**src/rtl/fp_pkg.sv**
```systemverilog
// Shared fixed-point constants and divider state encoding for the FC datapath.
// Used by the divider and the multiplier so both agree on the Q format.
package fp_pkg;

  localparam int FP_SIZE      = 16;
  localparam int FP_PRECISION = 11;

  localparam logic [FP_SIZE-1:0] Q_MAX = {1'b0, {(FP_SIZE-1){1'b1}}};
  localparam logic [FP_SIZE-1:0] Q_MIN = {1'b1, {(FP_SIZE-1){1'b0}}};

  typedef enum logic [1:0] {
    IDLE,
    CALC,
    FIX,
    DONE
  } div_state_t;

endpackage

```
**src/rtl/fp_divider_if.sv**
```systemverilog
// Operand/result handshake bundle for the fixed-point divider.
// The slave side is the divider; the master side is the requester/consumer.
interface fp_divider_if #(
  parameter int SIZE = fp_pkg::FP_SIZE
) ();

  logic            in_valid;
  logic            in_ready;
  logic [SIZE-1:0] dividend;
  logic [SIZE-1:0] divisor;
  logic            out_valid;
  logic            out_ready;
  logic [SIZE-1:0] quotient;
  logic            overflow;
  logic            div_by_zero;

  modport slave (
    input  in_valid, dividend, divisor, out_ready,
    output in_ready, out_valid, quotient, overflow, div_by_zero
  );

  modport master (
    output in_valid, dividend, divisor, out_ready,
    input  in_ready, out_valid, quotient, overflow, div_by_zero
  );

endinterface

```
**src/rtl/fp_sign_saturate.sv**
```systemverilog
// Applies a sign to an unsigned magnitude and clamps it to the signed SIZE-bit range.
// Purely combinational; shared with the multiplier's saturation path.
module fp_sign_saturate
  import fp_pkg::*;
#(
  parameter int SIZE = FP_SIZE,
  parameter int MW   = FP_SIZE + FP_PRECISION
) (
  input  logic [MW-1:0]   i_mag,
  input  logic            i_neg,
  output logic [SIZE-1:0] o_q,
  output logic            o_ovf
);

  localparam logic [MW-1:0]   POS_LIM = (MW'(1) << (SIZE-1)) - MW'(1);
  localparam logic [MW-1:0]   NEG_LIM = MW'(1) << (SIZE-1);
  localparam logic [SIZE-1:0] W_MAX   = {1'b0, {(SIZE-1){1'b1}}};
  localparam logic [SIZE-1:0] W_MIN   = {1'b1, {(SIZE-1){1'b0}}};

  // The negative side can represent one more LSB than the positive side.
  always_comb begin
    o_q   = i_mag[SIZE-1:0];
    o_ovf = 1'b0;
    if (i_neg) begin
      if (i_mag > NEG_LIM) begin
        o_q   = W_MIN;
        o_ovf = 1'b1;
      end else begin
        o_q = -i_mag[SIZE-1:0];
      end
    end else if (i_mag > POS_LIM) begin
      o_q   = W_MAX;
      o_ovf = 1'b1;
    end
  end

endmodule

```
**src/rtl/fp_divider.sv**
```systemverilog
// Signed Q-format restoring divider, one quotient bit per cycle, truncating toward zero.
// Result appears SIZE+PRECISION+1 edges after accept (next cycle on divide-by-zero).
module fp_divider
  import fp_pkg::*;
#(
  parameter int SIZE      = FP_SIZE,
  parameter int PRECISION = FP_PRECISION
) (
  input  logic         clk,
  input  logic         rst,
  fp_divider_if.slave  div_if
);

  localparam int             NW   = SIZE + PRECISION;
  localparam int             CW   = $clog2(NW + 1);
  localparam logic [CW-1:0]  LAST = CW'(NW - 1);
  localparam logic [SIZE-1:0] W_MAX = {1'b0, {(SIZE-1){1'b1}}};
  localparam logic [SIZE-1:0] W_MIN = {1'b1, {(SIZE-1){1'b0}}};

  div_state_t      r_state;
  div_state_t      w_state_nxt;
  logic            r_sign;
  logic [NW-1:0]   r_num;
  logic [NW-1:0]   r_q;
  logic [SIZE-1:0] r_dvs;
  logic [SIZE:0]   r_rem;
  logic [CW-1:0]   r_cnt;
  logic [SIZE-1:0] r_quot;
  logic            r_ovf;
  logic            r_dbz;

  logic [SIZE-1:0] w_dvd_mag;
  logic [SIZE-1:0] w_dvs_mag;
  logic            w_dvs_zero;
  logic [SIZE:0]   w_rem_sh;
  logic [SIZE:0]   w_rem_sub;
  logic            w_ge;
  logic [SIZE-1:0] w_sat_q;
  logic            w_sat_ovf;

  // Unsigned magnitudes: -2^(SIZE-1) negates to itself, which is exact as unsigned.
  assign w_dvd_mag  = div_if.dividend[SIZE-1] ? -div_if.dividend : div_if.dividend;
  assign w_dvs_mag  = div_if.divisor[SIZE-1]  ? -div_if.divisor  : div_if.divisor;
  assign w_dvs_zero = (div_if.divisor == '0);

  assign w_rem_sh  = (r_rem << 1) | {{SIZE{1'b0}}, r_num[NW-1]};
  assign w_ge      = (w_rem_sh >= {1'b0, r_dvs});
  assign w_rem_sub = w_rem_sh - {1'b0, r_dvs};

  fp_sign_saturate #(
    .SIZE (SIZE),
    .MW   (NW)
  ) u_sat (
    .i_mag (r_q),
    .i_neg (r_sign),
    .o_q   (w_sat_q),
    .o_ovf (w_sat_ovf)
  );

  always_ff @(posedge clk or posedge rst) begin
    if (rst) begin
      r_state <= IDLE;
    end else begin
      r_state <= w_state_nxt;
    end
  end

  always_comb begin
    w_state_nxt = r_state;
    case (r_state)
      IDLE: begin
        if (div_if.in_valid) begin
          w_state_nxt = w_dvs_zero ? DONE : CALC;
        end
      end
      CALC: begin
        if (r_cnt == LAST) begin
          w_state_nxt = FIX;
        end
      end
      FIX:  w_state_nxt = DONE;
      DONE: begin
        if (div_if.out_ready) begin
          w_state_nxt = IDLE;
        end
      end
      default: w_state_nxt = IDLE;
    endcase
  end

  always_ff @(posedge clk or posedge rst) begin
    if (rst) begin
      r_sign <= 1'b0;
      r_num  <= '0;
      r_q    <= '0;
      r_dvs  <= '0;
      r_rem  <= '0;
      r_cnt  <= '0;
      r_quot <= '0;
      r_ovf  <= 1'b0;
      r_dbz  <= 1'b0;
    end else begin
      case (r_state)
        IDLE: begin
          if (div_if.in_valid) begin
            r_sign <= div_if.dividend[SIZE-1] ^ div_if.divisor[SIZE-1];
            r_num  <= {w_dvd_mag, {PRECISION{1'b0}}};
            r_dvs  <= w_dvs_mag;
            r_rem  <= '0;
            r_q    <= '0;
            r_cnt  <= '0;
            r_ovf  <= 1'b0;
            r_dbz  <= w_dvs_zero;
            if (w_dvs_zero) begin
              r_quot <= div_if.dividend[SIZE-1] ? W_MIN : W_MAX;
            end
          end
        end
        CALC: begin
          r_rem <= w_ge ? w_rem_sub : w_rem_sh;
          r_num <= {r_num[NW-2:0], 1'b0};
          r_q   <= {r_q[NW-2:0], w_ge};
          r_cnt <= r_cnt + CW'(1);
        end
        FIX: begin
          r_quot <= w_sat_q;
          r_ovf  <= w_sat_ovf;
        end
        default: ;
      endcase
    end
  end

  // Handshake outputs decode straight from state so reset takes effect without a clock.
  assign div_if.in_ready    = (r_state == IDLE);
  assign div_if.out_valid   = (r_state == DONE);
  assign div_if.quotient    = r_quot;
  assign div_if.overflow    = r_ovf;
  assign div_if.div_by_zero = r_dbz;

endmodule

```
**src/flat_wrapper.sv**
```systemverilog
// flat-port wrapper written by rule: the top's interface ports become plain ports
module fp_divider_flat import fp_pkg::*;
#(
  parameter int SIZE      = FP_SIZE,
  parameter int PRECISION = FP_PRECISION
)
  (clk, rst, div_if_in_valid, div_if_dividend, div_if_divisor, div_if_out_ready, div_if_in_ready, div_if_out_valid, div_if_quotient, div_if_overflow, div_if_div_by_zero);
  fp_divider_if #(.SIZE(SIZE)) div_if_i ();
  input  logic clk;
  input  logic rst;
  input wire logic [$bits(div_if_i.in_valid)-1:0] div_if_in_valid;
  input wire logic [$bits(div_if_i.dividend)-1:0] div_if_dividend;
  input wire logic [$bits(div_if_i.divisor)-1:0] div_if_divisor;
  input wire logic [$bits(div_if_i.out_ready)-1:0] div_if_out_ready;
  output wire logic [$bits(div_if_i.in_ready)-1:0] div_if_in_ready;
  output wire logic [$bits(div_if_i.out_valid)-1:0] div_if_out_valid;
  output wire logic [$bits(div_if_i.quotient)-1:0] div_if_quotient;
  output wire logic [$bits(div_if_i.overflow)-1:0] div_if_overflow;
  output wire logic [$bits(div_if_i.div_by_zero)-1:0] div_if_div_by_zero;
  assign div_if_i.in_valid = div_if_in_valid;
  assign div_if_i.dividend = div_if_dividend;
  assign div_if_i.divisor = div_if_divisor;
  assign div_if_i.out_ready = div_if_out_ready;
  assign div_if_in_ready = div_if_i.in_ready;
  assign div_if_out_valid = div_if_i.out_valid;
  assign div_if_quotient = div_if_i.quotient;
  assign div_if_overflow = div_if_i.overflow;
  assign div_if_div_by_zero = div_if_i.div_by_zero;
  fp_divider #(.SIZE(SIZE), .PRECISION(PRECISION)) u_core (.clk(clk), .rst(rst), .div_if(div_if_i));
endmodule
```
**config.mk**
```make
export PLATFORM = sky130hd
export DESIGN_NAME = fp_divider_flat
export DESIGN_NICKNAME = d
export VERILOG_FILES = /design/src/rtl/fp_pkg.sv /design/src/rtl/fp_divider_if.sv /design/src/rtl/fp_sign_saturate.sv /design/src/rtl/fp_divider.sv /design/src/flat_wrapper.sv
export SDC_FILE = /design/constraint.sdc
export NUM_CORES = 1
export LEC_CHECK = 0
export ABC_AREA = 1
export CAP_MARGIN = 10
export CORE_ASPECT_RATIO = 1.75
export CORE_MARGIN = 5
export CORE_UTILIZATION = 59
export CTS_CLUSTER_DIAMETER = 40
export DETAILED_ROUTE_END_ITERATION = 8
export GPL_TIMING_DRIVEN = 1
export PLACE_DENSITY = 0.91
export RECOVER_POWER = 50
export SLEW_MARGIN = 10
export SYNTH_ARGS = -nofsm -noshare
export SYNTH_HDL_FRONTEND = slang
export SYNTH_SLANG_ARGS = --single-unit
```
**constraint.sdc**
```tcl
create_clock -name clk -period 4.6 [get_ports clk]
set_input_delay 0.92 -clock clk [delete_from_list [all_inputs] [get_ports clk]]
set_output_delay 0.92 -clock clk [all_outputs]
set_load 0.01 [all_outputs]
```
==> flow_summary.ini, run 1 <==
[sta]
whs_ns = 0.485
setup_viol_count_final = 0
maxSlewViolCount = 37
max_slew.worst_pin.slew_ns = 1.58
period_share_pct = 74.3
finalCriticalPeriod_ns = 3.42
hold_violations = 0
rsz0062_at_grt = false
slew_headroom_pct = -5.58
fmax_mhz = 293
timing.setup.tns_ns = 0
skew_ns = 0.00995

[grt]
grt_overflow_total = 0
grt_usage_pct = 25.0
first_global_vias = 6334
grt_max_degree = 43
grt_first_pass_wirelength_um = 28600
grt_antenna_before_repair = 0

[setup_path]
startpoint_type = input pin
worst-endpoint-required_ns = 4.82
path_depth = 10
cp_slowest_cell = clkbuf_1
crit_type = in -> reg
cp.buffers_inverters = 5
cp_cell_sequence = dlygate4sd3_1 -> nand2_1 -> clkbuf_1 -> o21ai_2 -> buf_4 -> inv_1 -> buf_4 -> a21oi_1 -> nand2_1 -> o21ai_0
cp_top_family = buffers and inverters
r2r_cells = 11
crit_path_end_kind = flop
path_max_fanout = 42
max_stage_delay_ns = 0.94
arrival_ns = 3.64

[status]
status = finished with violations
violations = capacitance limit, slew limit

[clock_network]
htreeDepth = 3
clock_path_buffers = 2
ctsHoldBuffers = 0
cts_root_buffer = clkbuf_16
cts.sinks = 101
ctsResizeCount = 0
clk_latency_ns = 0.35
cts_buffers = 9
cts_tree = done
cts_setup_buffers = 0
cts.clk_slew.worst_paths_ns = 0.07

[place]
io_buffers = 55
hpwl_um = 13100
place.gp.congestion = 0.985

[final_layout]
final_common_cell = nand2_1
fin_nets = 1081
fillers = 933
layout_common_cells = nand2_1, inv_1, dfrtp_1
syn_to_final_growth_pct = 13.4
n_antenna_cell = 0
drive_above_1_share_pct = 4.20

[logic_synthesis]
syn_area_per_cell_um2 = 6.96
synth.cell_area_um2 = 6800
ys_warn_count = 0
synthTopCellsByArea = dfrtp_1, nand2_1, inv_1, nor2_1, nand3_1
ys_seq_area_share_pct = 37.2
synth-edff-count = 0
synthCells = 977
synth_top_cell_area_share_pct = 37.2
synth_flop_cell = dfrtp_1
async_flop_share_pct = 100
yosysTopAreaCell = dfrtp_1
synth.ff_latch_count = 101
yosysUniqueCellTypes = 47
synth_nets = 1040

[detailed_routing]
drt-pass1-iter-count = 5
dr.first_iter.drc_count = 470
dr_total_vias = 6502
ant_nets = 0
vias_per_cell = 5.61
wl_per_cell_um = 14.9
drc = 0
drt_wl_total_um = 17300

[pwr]
power.leakage_nw = 3.98
power.density_nw_per_um2 = 790
ir_drop_v = 0.000519

[die]
die_width_um = 91.2
start_util_pct = 59.4
coreArea_um2 = 11500
die_y_um = 152
dieArea_um2 = 13900
ioPinCount = 56
rows = 52

[min_path]
holdPathStages = 2
hold_path.class = reg -> reg

[job]
drv_cap = 1
-- cell families (layout without fill, tap and decap cells) --
group	count (synthesis)	in the layout	share of synthesized area (%)
XOR/XNOR	33	33	4.25
AND/OR/NAND/NOR	484	484	29.8
AO/OA/AOI/OAI	153	153	13.2
adder cells (fa/ha/maj)	27	27	5.08
buffers and inverters	179	225	10.5
flip-flops	101	101	37.2
-- worst reg2reg max path: cells and delay by family, from the launching register on --
kind	cells	cell delay (ns)
and+or+nand+nor	2	0.17
DFF	1	0.38
AOI/OAI and AO/OA	3	0.25
adders and majority gates	1	0.29
buffers and inverters	5	1.81
-- synthesized netlist by cell type (16+ instances only) --
cell,instances
inv_1,142
o21ai_0,54
nand4_1,16
nand3_1,66
dfrtp_1,101
o22ai_1,28
xor2_1,25
nor2_1,98
ha_1,26
nand2_1,275
a21oi_1,31
-- final cells by class --
cell class | instances | area (µm²) | area share [%]
Clock buffer | 9 | 225 | 2.92
Inverter | 149 | 561 | 7.27
Timing Repair Buffer | 60 | 584 | 7.58
Multi-Input combinational cell | 697 | 3560 | 46.2
Clock inverter | 7 | 82.6 | 1.07
Tap cell | 135 | 169 | 2.19
Sequential cell | 101 | 2530 | 32.8
-- worst paths after layout --
kind | from | end | slack (ns)
max in group asynchronous | rst | u_core.r_q[4]$_DFFE_PP0P_ | 2.13
setup reg to reg | u_core.r_state[0]$_DFFE_PP0P_ | u_core.r_num[21]$_DFFE_PP0P_ | 1.56
hold reg to reg | u_core.r_dvs[14]$_DFFE_PP0P_ | u_core.r_dvs[14]$_DFFE_PP0P_ | 0.48
hold / removal | u_core.r_dvs[14]$_DFFE_PP0P_ | u_core.r_dvs[14]$_DFFE_PP0P_ | 0.48
setup / recovery | div_if_in_valid | u_core.r_num[21]$_DFFE_PP0P_ | 1.18
min in group asynchronous | rst | u_core.r_q[24]$_DFFE_PP0P_ | 1.40
-- metrics by stage --
| step | utilization (%) | power, mW | area, µm² | setup WS, ns | instances |
|---|---|---|---|---|---|
| finish | 67.4 | 6.10 | 7710 | 1.18 | 1158 |
| global route | 67.4 | 6.66 | 7710 | 0.788 | 1158 |
| CTS | 67.4 | 6.07 | 7720 | 1.71 | 1158 |
| detailed placement | 64.7 | 5.25 | 7410 | 1.34 | 1142 |
| global placement | 64.7 | 5.14 | 7410 | 1.47 | 1142 |
| floorplan | - | 4.34 | 6800 | 1.03 | 977 |
-- per-layer routing --
metal	vias up	track usage, %	routed length [µm]
met2	203	45.3	9390
li1	3205	-	-
met4	0	16.9	1120
met1	3013	25.9	6160
met5	-	0	0
met3	81	3.36	602
-- report_power, final --
part	internal [mW]	leakage, nW	switching, mW
sequential	1.24	1.28	0.264
combinational	1.35	2.55	2.45
clock	0.430	0.144	0.361
-- state kept, by name, summed over array words and instances, names as in the netlist --
register and flops:
u_core.div_if.div_by_zero 1, u_core.r_dvs 16, u_core.r_cnt 5, u_core.div_if.quotient 16, u_core.r_q 27, u_core.r_sign 1, u_core.div_if.overflow 1, u_core.r_num 16
u_core.r_state 2, u_core.r_rem 16
No activity file was read; power rests on OpenSTA's default activity.
==> run 2, diff against run 1 <==
--- a/config.mk
+++ b/config.mk
@@ -9,11 +9,11 @@
 export CAP_MARGIN = 10
 export CORE_ASPECT_RATIO = 1.75
 export CORE_MARGIN = 5
-export CORE_UTILIZATION = 59
+export CORE_UTILIZATION = 53
 export CTS_CLUSTER_DIAMETER = 40
 export DETAILED_ROUTE_END_ITERATION = 8
 export GPL_TIMING_DRIVEN = 1
-export PLACE_DENSITY = 0.91
+export PLACE_DENSITY = 0.87
 export RECOVER_POWER = 50
 export SLEW_MARGIN = 10
 export SYNTH_ARGS = -nofsm -noshare
==> constraint.sdc (replaced) <==
create_clock -name clk -period 3.1 [get_ports clk]
set_input_delay 0.62 -clock clk [delete_from_list [all_inputs] [get_ports clk]]
set_output_delay 0.62 -clock clk [all_outputs]
set_load 0.01 [all_outputs]
==> flow_summary.ini, run 2 (same netlist as run 1, synthesis figures left out) <==
[status]
status = finished with violations
violations = capacitance limit

[sta]
timing.setup.tns_ns = 0
hold_violations = 0
max_slew.worst_pin.slew_ns = 1.49
maxSlewViolCount = 0
rsz0062_at_grt = false
whs_ns = 0.481
finalCriticalPeriod_ns = 2.58
period_share_pct = 83.3
slew_headroom_pct = 0.170
fmax_mhz = 387
skew_ns = 0.0105
setup_viol_count_final = 0

[setup_path]
arrival_ns = 2.80
r2r_cells = 7
r2r_start = u_core.r_state[0]$_DFFE_PP0P_
path_max_fanout = 17
rrSetupSlack_ns = 0.61
rr_endpoint = u_core.r_dvs[11]$_DFFE_PP0P_
crit_type = in -> reg
max_stage_delay_ns = 0.53
cp_cell_sequence = dlygate4sd3_1 -> inv_1 -> ha_1 -> nand4_2 -> nor2_2 -> nand2_1 -> nand2_2 -> nand3_4 -> a21oi_4 -> a21boi_0
cp_slowest_cell = dlygate4sd3_1
startpoint_type = input pin
crit_path_end_kind = flop
worst-endpoint-required_ns = 3.32

[pwr]
power.leakage_nw = 4.01
ir_drop_v = 0.000520
power.density_nw_per_um2 = 1150

[final_layout]
drive_above_1_share_pct = 4.57
n_antenna_cell = 0
final_area_um2 = 7810
fin_nets = 1086
ff_latch_area_um2 = 2530
stdcell_count = 1196
largest_reg_flops = 27
multi_input_area_um2 = 3560
top_register = u_core.r_q
final_common_cell = nand2_1
layout_common_cells = nand2_1, inv_1, dfrtp_1
syn_to_final_growth_pct = 14.8
fillers = 1107

[die]
die_width_um = 95.6
ioPinCount = 56
die_y_um = 160
rows = 54
coreArea_um2 = 12600
start_util_pct = 54.1
dieArea_um2 = 15300

[grt]
grt_first_pass_wirelength_um = 28000
grt_overflow_total = 0
grt_antenna_before_repair = 0
first_global_vias = 6437
grt_usage_pct = 22.7
grt_max_degree = 42

[detailed_routing]
ant_nets = 0
vias_per_cell = 5.38
dr.first_iter.drc_count = 377
wl_per_cell_um = 14.0
dr_total_vias = 6430
drt_wl_total_um = 16700
drt-pass1-iter-count = 5
drc = 0

[place]
hpwl_um = 12800
place_inst = 1180
place_area_um2 = 7520
place.gp.congestion = 0.959
io_buffers = 55

[min_path]
holdPathStages = 2
hold_end = u_core.r_num[24]$_DFFE_PP0P_
hold_path.class = reg -> reg
hold_start = u_core.r_num[24]$_DFFE_PP0P_

[clock_network]
cts_tree = done
cts_setup_buffers = 0
ctsResizeCount = 0
cts_buffers = 9
cts.sinks = 101
cts.clk_slew.worst_paths_ns = 0.08
clock_path_buffers = 2
clk_latency_ns = 0.36
ctsHoldBuffers = 0
htreeDepth = 3
cts_root_buffer = clkbuf_16

[job]
drv_cap = 1
## run 2: critical path: cells and delay by family
| kind | cells | cell delay, ns |
|---|---|---|
| AND/OR/NAND/NOR | 5 | 0.68 |
| AO/OA/AOI/OAI | 2 | 0.59 |
| buffers and inverters | 2 | 0.67 |
| adder cells (fa/ha/maj) | 1 | 0.23 |
## run 2: metal layers
metal	vias up	share of wire, %	GRT usage [%]
li1	3216	-	-
met1	2965	36	23.1
met2	187	55	42.4
met3	62	3.9	3.01
met5	-	0	0
met4	0	5.1	12.8
## run 2: worst max-delay path by stage
stage                                            from                                     to  cells after the start  slack, ns
after floorplan           u_core.r_dvs[0]$_DFFE_PP0P_           u_core.r_rem[14]$_DFFE_PP0P_                     10       1.20
after global placement              div_if_divisor[0]  u_core.div_if.quotient[8]$_DFFE_PP0P_                     10       0.38
after detailed placement            div_if_divisor[0]  u_core.div_if.quotient[7]$_DFFE_PP0P_                     10       0.27
after CTS                           div_if_divisor[0]  u_core.div_if.quotient[7]$_DFFE_PP0P_                     10       0.64
after global routing                div_if_divisor[0]  u_core.div_if.quotient[9]$_DFFE_PP0P_                     10       0.36
final                               div_if_divisor[0]  u_core.div_if.quotient[7]$_DFFE_PP0P_                     10       0.52
## run 2: through the flow
stage / utilization [%] / power (mW) / worst slack (ns)
3_3_place_gp: 59.8 / 7.63 / 0.380
5_1_grt: 62.1 / 9.85 / 0.361
2_1_floorplan: - / 6.44 / 1.20
4_1_cts: 62.2 / 8.97 / 0.641
3_5_place_dp: 59.8 / 7.77 / 0.270
6_report: 62.1 / 8.97 / 0.517
## run 2: cell type report
type                       count  share of cell area (%)
clock buffer                  10                    2.93
timing repair buffer          65                    8.29
tap                          168                    2.69
inverter                     149                    7.18
clock inverter                 6                   0.898
sequential                   101                    32.4
multi-input combinational    697                    45.6
## run 2: power by group
| part | switching [mW] | total (mW) | internal [mW] |
|---|---|---|---|
| clock | 0.508 | 1.14 | 0.633 |
| sequential | 0.379 | 2.22 | 1.84 |
| combinational | 3.57 | 5.60 | 2.04 |
==> run 3, diff against run 2 <==
==> constraint.sdc (replaced) <==
create_clock -name clk -period 2.3 [get_ports clk]
set_input_delay 0.46 -clock clk [delete_from_list [all_inputs] [get_ports clk]]
set_output_delay 0.46 -clock clk [all_outputs]
set_load 0.01 [all_outputs]
==> flow_summary.ini, run 3 (same netlist as run 1, synthesis figures left out) <==
[die]
die_y_um = 160
ioPinCount = 56
coreArea_um2 = 12600
dieArea_um2 = 15300
start_util_pct = 54.1
die_width_um = 95.6
rows = 54

[final_layout]
drive_above_1_share_pct = 7.32
syn_to_final_growth_pct = 17.5
stdcell_count = 1220
largest_reg_flops = 27
fin_nets = 1111
top_register = u_core.r_q
post-route-util_pct = 63.6
layout_common_cells = nand2_1, inv_1, dfrtp_1
n_antenna_cell = 0
multi_input_area_um2 = 3580
fillers = 1118
ff_latch_area_um2 = 2530
final_common_cell = nand2_1
final_area_um2 = 8000

[grt]
grt_first_pass_wirelength_um = 29100
grt_antenna_before_repair = 0
grt_usage_pct = 23.7
grt_max_degree = 39
first_global_vias = 6589
grt_overflow_total = 0

[place]
place_area_um2 = 7720
dpl_worst_slack_ns = -0.0358
place.gp.congestion = 0.992
hpwl_um = 13400
io_buffers = 55
place_inst = 1205

[detailed_routing]
ant_nets = 0
wl_per_cell_um = 14.2
drt_wl_total_um = 17300
dr_total_vias = 6526
dr.first_iter.drc_count = 344
drt-pass1-iter-count = 6
vias_per_cell = 5.35
drc = 0

[job]
drv_cap = 0

[sta]
hold_violations = 0
finalCriticalPeriod_ns = 2.15
skew_ns = 0.00952
max_slew.worst_pin.slew_ns = 0.921
maxSlewViolCount = 0
timing.setup.tns_ns = 0
layout_setup_ws_ns = 0.152
fmax_mhz = 465
setup_viol_count_final = 0
whs_ns = 0.479
slew_headroom_pct = 38.6
period_share_pct = 93.4

[pwr]
ir_drop_v = 0.000731
total_power_mw = 12.5
power.density_nw_per_um2 = 1570
power.leakage_nw = 4.13

[clock_network]
cts_root_buffer = clkbuf_16
htreeDepth = 3
clk_latency_ns = 0.35
cts.clk_slew.worst_paths_ns = 0.07
ctsHoldBuffers = 0
clock_path_buffers = 2
cts_setup_buffers = 0
ctsResizeCount = 0
cts_buffers = 9
cts_tree = done
cts.sinks = 101

[setup_path]
crit_path_end_kind = flop
path_max_fanout = 6
startpoint_type = flop
crit_type = reg -> reg
worst-endpoint-required_ns = 2.53
arrival_ns = 2.38

[min_path]
hold_path.class = reg -> reg

[status]
status = completed
==> run 3: area by class of cell <==
class / count / area share, %
inverters: 149 / 7.01
flip-flops and latches: 101 / 31.6
repair buffers: 90 / 10.2
clock buffers: 12 / 3.21
clock inverters: 3 / 0.548
well taps: 168 / 2.63
multi-input cells: 697 / 44.8
==> run 3: worst paths after layout <==
kind	startpoint	endpoint	slack (ns)	cells after the start
min in group asynchronous	rst	u_core.r_q[20]$_DFFE_PP0P_	0.57	2
hold / removal	u_core.r_num[25]$_DFFE_PP0P_	u_core.r_num[25]$_DFFE_PP0P_	0.48	2
setup reg to reg	u_core.r_dvs[8]$_DFFE_PP0P_	u_core.r_rem[14]$_DFFE_PP0P_	0.15	13
setup / recovery	u_core.r_dvs[8]$_DFFE_PP0P_	u_core.r_rem[14]$_DFFE_PP0P_	0.15	13
max in group asynchronous	rst	u_core.div_if.quotient[1]$_DFFE_PP0P_	0.50	3
hold reg to reg	u_core.r_num[25]$_DFFE_PP0P_	u_core.r_num[25]$_DFFE_PP0P_	0.48	2
==> run 3: metal layers <==
layer / GRT usage (%) / share of wire [%] / vias up
met3: 3.34 / 3.3 / 66
met5: 0 / 0 / -
met4: 12.3 / 4.8 / 0
met2: 45.0 / 56 / 171
li1: - / - / 3261
met1: 23.7 / 36 / 3028
==> run 3: critical path, cell delays in order (launching register included) <==
cell and delay [ns]:
dfrtp_1 0.39, inv_1 0.11, ha_1 0.30, nand2_1 0.15, inv_1 0.06, a21oi_1 0.21
nand3_1 0.14, nand2_1 0.12, nand2_2 0.09, inv_1 0.11, buf_4 0.17, nand2_1 0.06
nand3_1 0.09, nand2_1 0.06
==> run 3: where the power goes <==
group | internal [mW] | total [mW] | switching (mW)
combinational | 3.06 | 8.00 | 4.94
sequential | 2.49 | 2.96 | 0.475
clock | 0.900 | 1.56 | 0.658
total | 6.45 | 12.5 | 6.08
